## src/rtl/count_capture_pkg.sv

```systemverilog
// Shared widths and constants for the count_capture timestamp path.
// No logic here; widths and reset values only.
package count_capture_pkg;

  localparam int DROP_W = 8;

  // Synchronizer resets high so a level already asserted at reset release is not an edge.
  localparam logic SYNC_RST_VAL = 1'b1;

  function automatic int ts_width(input int n, input int e);
    return n + e;
  endfunction

endpackage

```

## src/rtl/count_capture_ts_fifo.sv

```systemverilog
// Synchronous first-word-fall-through FIFO with registered head; write visible one cycle later.
// Push when full is refused unless a pop happens in the same cycle; head holds its value while empty.
module count_capture_ts_fifo #(
  parameter int W     = 16,
  parameter int DEPTH = 4
) (
  input  logic                     clk,
  input  logic                     rst,
  input  logic                     wr_vld,
  input  logic [W-1:0]             wr_dat,
  input  logic                     rd_rdy,
  output logic                     rd_vld,
  output logic [W-1:0]             rd_dat,
  output logic                     full,
  output logic [$clog2(DEPTH):0]   level
);

  localparam int AW = $clog2(DEPTH);
  localparam int LW = AW + 1;

  logic [W-1:0]  mem [DEPTH];
  logic [AW-1:0] wr_ptr;
  logic [AW-1:0] rd_ptr;
  logic [AW-1:0] rd_ptr_nxt;
  logic [LW-1:0] level_nxt;
  logic [W-1:0]  head_nxt;
  logic          do_wr;
  logic          do_rd;

  assign full       = (level == LW'(DEPTH));
  assign do_rd      = rd_vld & rd_rdy;
  assign do_wr      = wr_vld & (~full | do_rd);
  assign rd_ptr_nxt = do_rd ? rd_ptr + AW'(1) : rd_ptr;
  assign level_nxt  = level + LW'(do_wr) - LW'(do_rd);

  // The incoming word becomes the head only when it lands in the next read slot.
  assign head_nxt = (do_wr && (wr_ptr == rd_ptr_nxt)) ? wr_dat : mem[rd_ptr_nxt];

  always_ff @(posedge clk) begin
    if (do_wr) begin
      mem[wr_ptr] <= wr_dat;
    end
  end

  always_ff @(posedge clk) begin
    if (!rst) begin
      wr_ptr <= '0;
      rd_ptr <= '0;
      level  <= '0;
      rd_vld <= 1'b0;
      rd_dat <= '0;
    end else begin
      if (do_wr) begin
        wr_ptr <= wr_ptr + AW'(1);
      end
      rd_ptr <= rd_ptr_nxt;
      level  <= level_nxt;
      rd_vld <= (level_nxt != '0);
      if (level_nxt != '0) begin
        rd_dat <= head_nxt;
      end
    end
  end

endmodule

```

## src/rtl/count_capture.sv

```systemverilog
// Epoch-extends the upstream count and queues a timestamp per synchronized event edge; capture lands SYNC_STAGES+1 cycles after sampling.
// Consumer backpressure via ts_ready; captures arriving at a full FIFO with no pop are dropped and counted.
module count_capture
  import count_capture_pkg::*;
#(
  parameter int N           = 8,
  parameter int E           = 8,
  parameter int DEPTH       = 4,
  parameter int SYNC_STAGES = 2
) (
  input  logic                        clk,
  input  logic                        rst,
  input  logic [N-1:0]                count_in,
  input  logic                        ovf_in,
  input  logic                        cap_en,
  input  logic                        evt_in,
  output logic [ts_width(N, E)-1:0]   ts_data,
  output logic                        ts_valid,
  input  logic                        ts_ready,
  output logic [$clog2(DEPTH):0]      fifo_level,
  output logic [DROP_W-1:0]           drop_cnt
);

  localparam int TS_W = ts_width(N, E);

  logic [SYNC_STAGES-1:0] sync_q;
  logic                   prev_q;
  logic                   evt_edge;
  logic [E-1:0]           epoch;
  logic [E-1:0]           cap_epoch;
  logic [TS_W-1:0]        cap_ts;
  logic                   cap_vld;
  logic                   fifo_full;
  logic                   fifo_pop;

  always_ff @(posedge clk) begin
    if (!rst) begin
      sync_q <= {SYNC_STAGES{SYNC_RST_VAL}};
      prev_q <= SYNC_RST_VAL;
    end else begin
      sync_q <= {sync_q[SYNC_STAGES-2:0], evt_in};
      prev_q <= sync_q[SYNC_STAGES-1];
    end
  end

  assign evt_edge = sync_q[SYNC_STAGES-1] & ~prev_q;

  always_ff @(posedge clk) begin
    if (!rst) begin
      epoch <= '0;
    end else if (ovf_in) begin
      epoch <= epoch + E'(1);
    end
  end

  // A capture in the wrap cycle sees count 0, which already belongs to the next epoch.
  assign cap_epoch = epoch + E'(ovf_in);
  assign cap_ts    = {cap_epoch, count_in};
  assign cap_vld   = evt_edge & cap_en;
  assign fifo_pop  = ts_valid & ts_ready;

  always_ff @(posedge clk) begin
    if (!rst) begin
      drop_cnt <= '0;
    end else if (cap_vld && fifo_full && !fifo_pop && (drop_cnt != '1)) begin
      drop_cnt <= drop_cnt + DROP_W'(1);
    end
  end

  count_capture_ts_fifo #(
    .W     (TS_W),
    .DEPTH (DEPTH)
  ) u_ts_fifo (
    .clk    (clk),
    .rst    (rst),
    .wr_vld (cap_vld),
    .wr_dat (cap_ts),
    .rd_rdy (ts_ready),
    .rd_vld (ts_valid),
    .rd_dat (ts_data),
    .full   (fifo_full),
    .level  (fifo_level)
  );

endmodule

```

## config.mk

```make
export PLATFORM = sky130hd
export DESIGN_NAME = count_capture
export DESIGN_NICKNAME = d
export VERILOG_FILES = /design/src/rtl/count_capture_pkg.sv /design/src/rtl/count_capture_ts_fifo.sv /design/src/rtl/count_capture.sv
export SDC_FILE = /design/constraint.sdc
export NUM_CORES = 1
export LEC_CHECK = 0
export CAP_MARGIN = 10
export CORE_ASPECT_RATIO = 1.2
export CORE_UTILIZATION = 50
export DETAILED_ROUTE_END_ITERATION = 12
export DONT_BUFFER_PORTS = 1
export GPL_TIMING_DRIVEN = 0
export PLACE_DENSITY_LB_ADDON = 0.12
export SYNTH_ARGS = -nofsm -noshare
export SYNTH_HDL_FRONTEND = slang
export SYNTH_HIERARCHICAL = 1
export SYNTH_SLANG_ARGS = --single-unit
```

## constraint.sdc

```tcl
create_clock -name clk -period 6 [get_ports clk]
set_input_delay 1.8 -clock clk [delete_from_list [all_inputs] [get_ports clk]]
set_output_delay 1.8 -clock clk [all_outputs]
set_load 0.05 [all_outputs]
```

Yosys cells after proc, flatten, opt, wreduce, memory -nomap -nowiden
Memories as Yosys holds them, arrays and structs flattened. A register that Yosys moved wholly into a read port is not among the register bits.
Cells that the tools add are included.
{"block": "word_totals", "word_cells": 34, "n_memories": 1, "output_inout_bits": 28, "ff_bits": 27, "ram_bits": 64}
{"memory": "u_ts_fifo.mem", "depth": 4, "word_bits": 16, "read_ports": 1, "rd_ports_with_merged_regs": 1, "write_ports": 1, "line": "count_capture_ts_fifo.sv:21", "text": "logic [W-1:0] mem [DEPTH];"}
{"block": "op_classes", "n_eq_ne": 2, "bitwise_logic": 7, "reduce_logical": 6, "add_sub_neg": 7, "mux": 3}
{"operator": "$add 8x1->8 const B", "count": 2}
{"operator": "$add 8x1->8", "count": 1}
{"operator": "$ne 8x8->1 const B", "count": 1}
{"operator": "$add 2x1->2 const B", "count": 2}
{"operator": "$and 1x1->1", "count": 4}
{"operator": "$add 3x1->3", "count": 1}
{"operator": "$eq 3x3->1 const B", "count": 1}
{"operator": "$logic_and 1x1->1", "count": 3}
{"operator": "$reduce_bool 3->1", "count": 1}
{"operator": "$sub 3x1->3", "count": 1}
{"operator": "$logic_not 1->1", "count": 2}
{"operator": "$mux 1", "count": 2}
{"operator": "$mux 2", "count": 1}
{"operator": "$not 1->1", "count": 2}
{"operator": "$or 1x1->1", "count": 1}

Logic depth before layout (Yosys ltp)
{"block": "logic_depth", "depth_word": 7, "depth_mapped": 13}

By module
Netlist, hierarchy kept.
{"mod": "count_capture_ts_fifo", "n_inst": 1, "cells_each": 350, "area_per_inst_um2": 4085.2, "seq_area_each_um2": 2402.3}
{"mod": "count_capture", "n_inst": 1, "cells_each": 108, "area_per_inst_um2": 955.9, "seq_area_each_um2": 380.4}

Worst setup path before layout
No wires, ideal clock.
{"block": "synth_timing", "kind": "input to register", "from": "input ts_ready", "to": "register u_ts_fifo.rd_dat[0], read port of u_ts_fifo.mem", "cell_stages": 13, "path_slack_ns": 1.979, "n_path_buf": 2, "arrival_time_ns": 3.892, "setup_time_ns": 0.129, "cell_sequence": "nand2_2 -> buf_1 -> nor2_1 -> o21bai_1 -> ha_1 -> inv_1 -> fa_1 -> xnor3_1 -> nand3b_1 -> and2_2 -> o21ai_2 -> buf_6 -> o221ai_2"}
{"block": "synth_between", "elab_chain_cells": 6, "word_cells_on_any_way": 7, "cone_classes": "2 x add/sub; 1 x mux; 3 x bitwise; 1 x reduce/logical"}
{"element": "start, declared", "line": "count_capture.sv:19", "text": "input logic ts_ready,"}
{"element": "$and 1x1->1 *", "line": "count_capture_ts_fifo.sv:31", "text": "assign do_rd = rd_vld & rd_rdy;"}
{"element": "$or 1x1->1", "line": "count_capture_ts_fifo.sv:32", "text": "assign do_wr = wr_vld & (~full | do_rd);"}
{"element": "$and 1x1->1", "line": "count_capture_ts_fifo.sv:32"}
{"element": "$add 3x1->3", "line": "count_capture_ts_fifo.sv:34", "text": "assign level_nxt = level + LW'(do_wr) - LW'(do_rd);"}
{"element": "$sub 3x1->3", "line": "count_capture_ts_fifo.sv:34"}
{"element": "$reduce_bool 3->1", "line": "count_capture_ts_fifo.sv:59", "text": "if (level_nxt != '0) begin"}
{"element": "end, declared", "line": "count_capture_ts_fifo.sv:13", "text": "output logic [W-1:0] rd_dat,"}
Every way passes the cells marked *; elsewhere a longest branch is shown, timed or not.
A chain may end at the register's enable or synchronous reset.

Worst setup path after layout
{"block": "layout_timing", "from": "input ts_ready", "to": "register u_ts_fifo.rd_dat[2], read port of u_ts_fifo.mem"}
The elaborated chain is that of the path after synthesis.

==> metrics.log <==
INFO  metric setup_repair_after_global_routing_missed_its_margin = false
INFO  metric count_of_cell_types_in_the_netlist = 53
INFO  metric synthMuxAreaShare = between 3 and 4%
INFO  metric post_synth_and_or_nand_nor_area_fraction = roughly 17%
INFO  metric global_route_wire_length_before_repair = between 15000 and 20000 µm
INFO  metric drcViolationCount = 0
INFO  metric fin_setup_tns = 0 ns
INFO  metric outcome = finished clean
INFO  metric detail_route.wl_per_cell = 19.1 µm
INFO  metric leakagePower = between 1.5 and 2 nW
INFO  metric die_x = 93.7 µm
INFO  metric final_period_minus_worst_setup_slack = roughly 4.4 ns
INFO  metric maxSlewHeadroom = around two fifths
INFO  metric hold_class = flip-flop to flip-flop
INFO  metric worstMarginPinSlew = 0.896 ns
INFO  metric tritoncts_clock_tree = done
INFO  metric regToRegStartpoint = u_ts_fifo/rd_vld
INFO  metric synthesis.area = a little over 0.005 mm²
INFO  metric setup_skew = roughly 0.012 ns
INFO  metric crit_path_frequent_cell = nand2_1
INFO  metric final_hold_vios = 0
INFO  metric initial_core_util = between 50% and 60%
INFO  metric gpl.final_weighted_congestion = about 0.78
INFO  metric clk_root_buffer_cell = clkbuf_16
INFO  metric io-pin-count = between 40 and 50
INFO  metric layout_common_cells = edfxtp_1, nor2_1, dfxtp_1, nand2_1, inv_1
INFO  metric clock_buffer_count_from_cts = 9
INFO  metric number_of_enable_type_register_cells_in_the_synthesized_netlist = 64
INFO  metric syn_area_per_cell = approximately 11 µm²
INFO  metric synth-xor-area-share = under 10%
INFO  metric antenna_left = 0
INFO  metric insertion_delay = ~0.35 ns
INFO  metric largest_family_of_logic_cells_by_synthesized_area = simple AND/OR/NAND/NOR gates
INFO  metric power.density_cell_area = roughly 400 mW/mm²
INFO  metric setup.worst_path.end = u_ts_fifo/rd_dat[2]
INFO  metric synth_flop_cell = edfxtp_1
INFO  metric synth_compound_area_share = a little over an eighth
INFO  metric post-route-period-util = 73.7%
INFO  metric worstSetupStartpointType = input pin
INFO  metric layout-area-overhead-vs-synth = 9.33%
INFO  metric pre_cts_slack = about 1.2 ns
INFO  metric utilization = roughly 57%
INFO  metric chipHeight = 112 µm
INFO  metric maxSlewViolCount = 0
INFO  metric r2r_slack = between 2 and 2.5 ns
INFO  metric drt_iter0_markers = between 200 and 250
INFO  metric grt_pass1_vias = approximately 3700
INFO  metric crit_required = ~6.3 ns
INFO  metric gr_util_all_layers = 23.6%
INFO  metric crit_family = simple AND/OR/NAND/NOR gates
INFO  metric route.vias.total = 3512
INFO  metric syn-num-nets = just under 500
INFO  metric cts.reportedPaths.clkPinSlew = 0.07 ns
INFO  metric crit_chain = nand2_2 > buf_1 > nand2_1 > o21bai_1 > ha_1 > inv_1 > fa_1 > xnor3_1 > nand3b_1 > nor2_1 > buf_2 > nand2_1 > o221ai_2
INFO  metric fmax = between 200 and 250 MHz
INFO  metric reg2regPathDepth = 13
INFO  metric worstSetupPathType = input pin to flip-flop
INFO  metric cts-hold-fix-buffers = 0
INFO  metric grt-ovfl-total = 0
INFO  metric worst_r2r_endpoint = u_ts_fifo/rd_dat[2]
INFO  metric cp_data_arrival_time = roughly 4.7 ns
INFO  metric critical-path-slowest-cell = buf_1
INFO  metric drt_pre_antenna_iters = 5
INFO  metric crit_buf_inv = 3
INFO  metric cp-startpoint = ts_ready
INFO  metric fp.dieArea = ~0.010 mm²
INFO  metric timing.critical_path.fanout_max = 10
INFO  metric power.ir.vdd_worst = between 150 and 200 µV
INFO  metric totalWireLength = 11400 µm
INFO  metric clock_tree.htree_level_count = 3
INFO  metric post-dp-hpwl = slightly below 8000 µm
INFO  metric hold-worst-slack = between 0.4 and 0.5 ns
INFO  metric rows = 39
INFO  metric max_stage_delay = just over 0.5 ns
INFO  metric synth-seq-cells = roughly 110
INFO  metric cts.sinks = between 100 and 150
INFO  metric max-clock-path-buffers = 2
INFO  metric port_buffers = 0
INFO  metric per_cell_via_count_in_the_routed_design = about 5.9
INFO  metric synthArstFlopShare = 0%
INFO  metric worst_slack = ~1.6 ns
INFO  metric core_area = 0.00966 mm²
INFO  metric grt_start_max_net_pins = 18
INFO  metric final_layout_size_suffix_gt1_share = 11.4%
INFO  metric layout.cells.most_common = edfxtp_1
INFO  metric cts.repair_timing.setup_buffer_count = 0
INFO  metric sequential_element_share_of_the_synthesized_area = between 50% and 60%
INFO  metric yosysWarnings = 6
INFO  metric grt_antenna_before_repair = 0
INFO  metric postSynthCellCount = 458
INFO  metric wp_depth = 13
INFO  metric post_synth_fa_ha_maj_area_fraction = under 10%
INFO  metric antenna-diode-count = 0
INFO  metric max-cap-violations = 0
INFO  metric cts_resized = 0
INFO  metric setup_violations = 0
INFO  metric layout.nets = ~490
INFO  metric worstSetupEndpointType = flip-flop
==> per-stage QoR <==
step / instance area (µm²) / instances / power [mW]
final: 5510 / 597 / 2.19
after global routing: 5510 / 597 / 2.28
after CTS: 5510 / 597 / 2.20
after detailed placement: 5190 / 581 / 1.59
after global placement: 5190 / 581 / 1.57
after floorplan: 5040 / 458 / 1.44
==> cells in the mapped netlist, types with 2 or more instances <==
cell / number / area (µm²)
inv_1: 24 / 90.1
nand3_1: 9 / 45.0
nor2_1: 49 / 184
nor3b_1: 16 / 120
nand2b_1: 3 / 18.8
ha_1: 10 / 125
or3_1: 3 / 18.8
edfxtp_1: 64 / 1920
nand3b_1: 2 / 15.0
nor3_1: 19 / 95.1
o21ai_1: 2 / 10.0
clkbuf_1: 14 / 52.6
nor3b_2: 2 / 25.0
buf_1: 2 / 7.51
o31ai_1: 2 / 15.0
buf_6: 2 / 22.5
o21ai_0: 17 / 85.1
o41ai_1: 2 / 17.5
o221ai_2: 11 / 165
o311ai_0: 2 / 17.5
mux2i_1: 17 / 170
o211ai_1: 16 / 120
and2_1: 7 / 43.8
a21oi_1: 7 / 35.0
a22oi_1: 16 / 120
xnor2_1: 8 / 70.1
xor2_1: 7 / 61.3
or4_1: 2 / 15.0
o221ai_1: 5 / 43.8
o21bai_1: 2 / 15.0
dfxtp_1: 43 / 861
nand2_1: 40 / 150
buf_2: 11 / 55.1
nand4_1: 3 / 18.8
==> kinds of logic (layout without fill, tap and decap cells) <==
| family | Yosys count | count (layout) |
|---|---|---|
| adder cells (fa/ha/maj) | 11 | 11 |
| multiplexers | 17 | 17 |
| AND/OR/NAND/NOR | 166 | 166 |
| buffers and inverters | 54 | 70 |
| flip-flops | 107 | 107 |
| XOR/XNOR | 17 | 17 |
| AO/OA/AOI/OAI | 86 | 86 |
==> where the power goes <==
part	switching [mW]	leakage [nW]	internal, mW
Sequential	0.219	0.931	0.838
Clock	0.254	0.147	0.361
Combinational	0.320	0.785	0.194
==> layout make-up <==
class	instances	area, µm²
Inverter	25	93.8
Clock buffer	13	272
Buffer	29	138
Multi-Input combinational cell	297	2030
Tap cell	123	154
Fill cell	858	4150
Clock inverter	3	45.0
Sequential cell	107	2780
==> metal layers <==
metal	vias up	GRT usage, %	share of wire [%]
met5	-	0	0
met2	119	40.5	52
met3	15	4.30	5.9
li1	1683	-	-
met1	1695	28.5	41
met4	0	10.8	1.7
==> registers in the layout, indices dropped and copies added (netlist names) <==
name and cells:
epoch 8, u_ts_fifo/wr_ptr 2, u_ts_fifo/level 3, u_ts_fifo/rd_ptr 2, sync_q 2, prev_q 1, u_ts_fifo/rd_vld 1, u_ts_fifo/mem 64
u_ts_fifo/rd_dat 16, drop_cnt 8
==> worst min-delay path by stage <==
stage / endpoint / cells past startpoint / slack [ns] / start
4_1_cts: sync_q[1] / 1 / 0.41 / sync_q[0]
3_5_place_dp: sync_q[1] / 1 / 0.40 / sync_q[0]
3_3_place_gp: sync_q[1] / 1 / 0.39 / sync_q[0]
2_1_floorplan: sync_q[1] / 1 / 0.39 / sync_q[0]
6_report: sync_q[1] / 1 / 0.41 / sync_q[0]
5_1_grt: sync_q[1] / 1 / 0.44 / sync_q[0]
(Power assumes the default switching activity.)
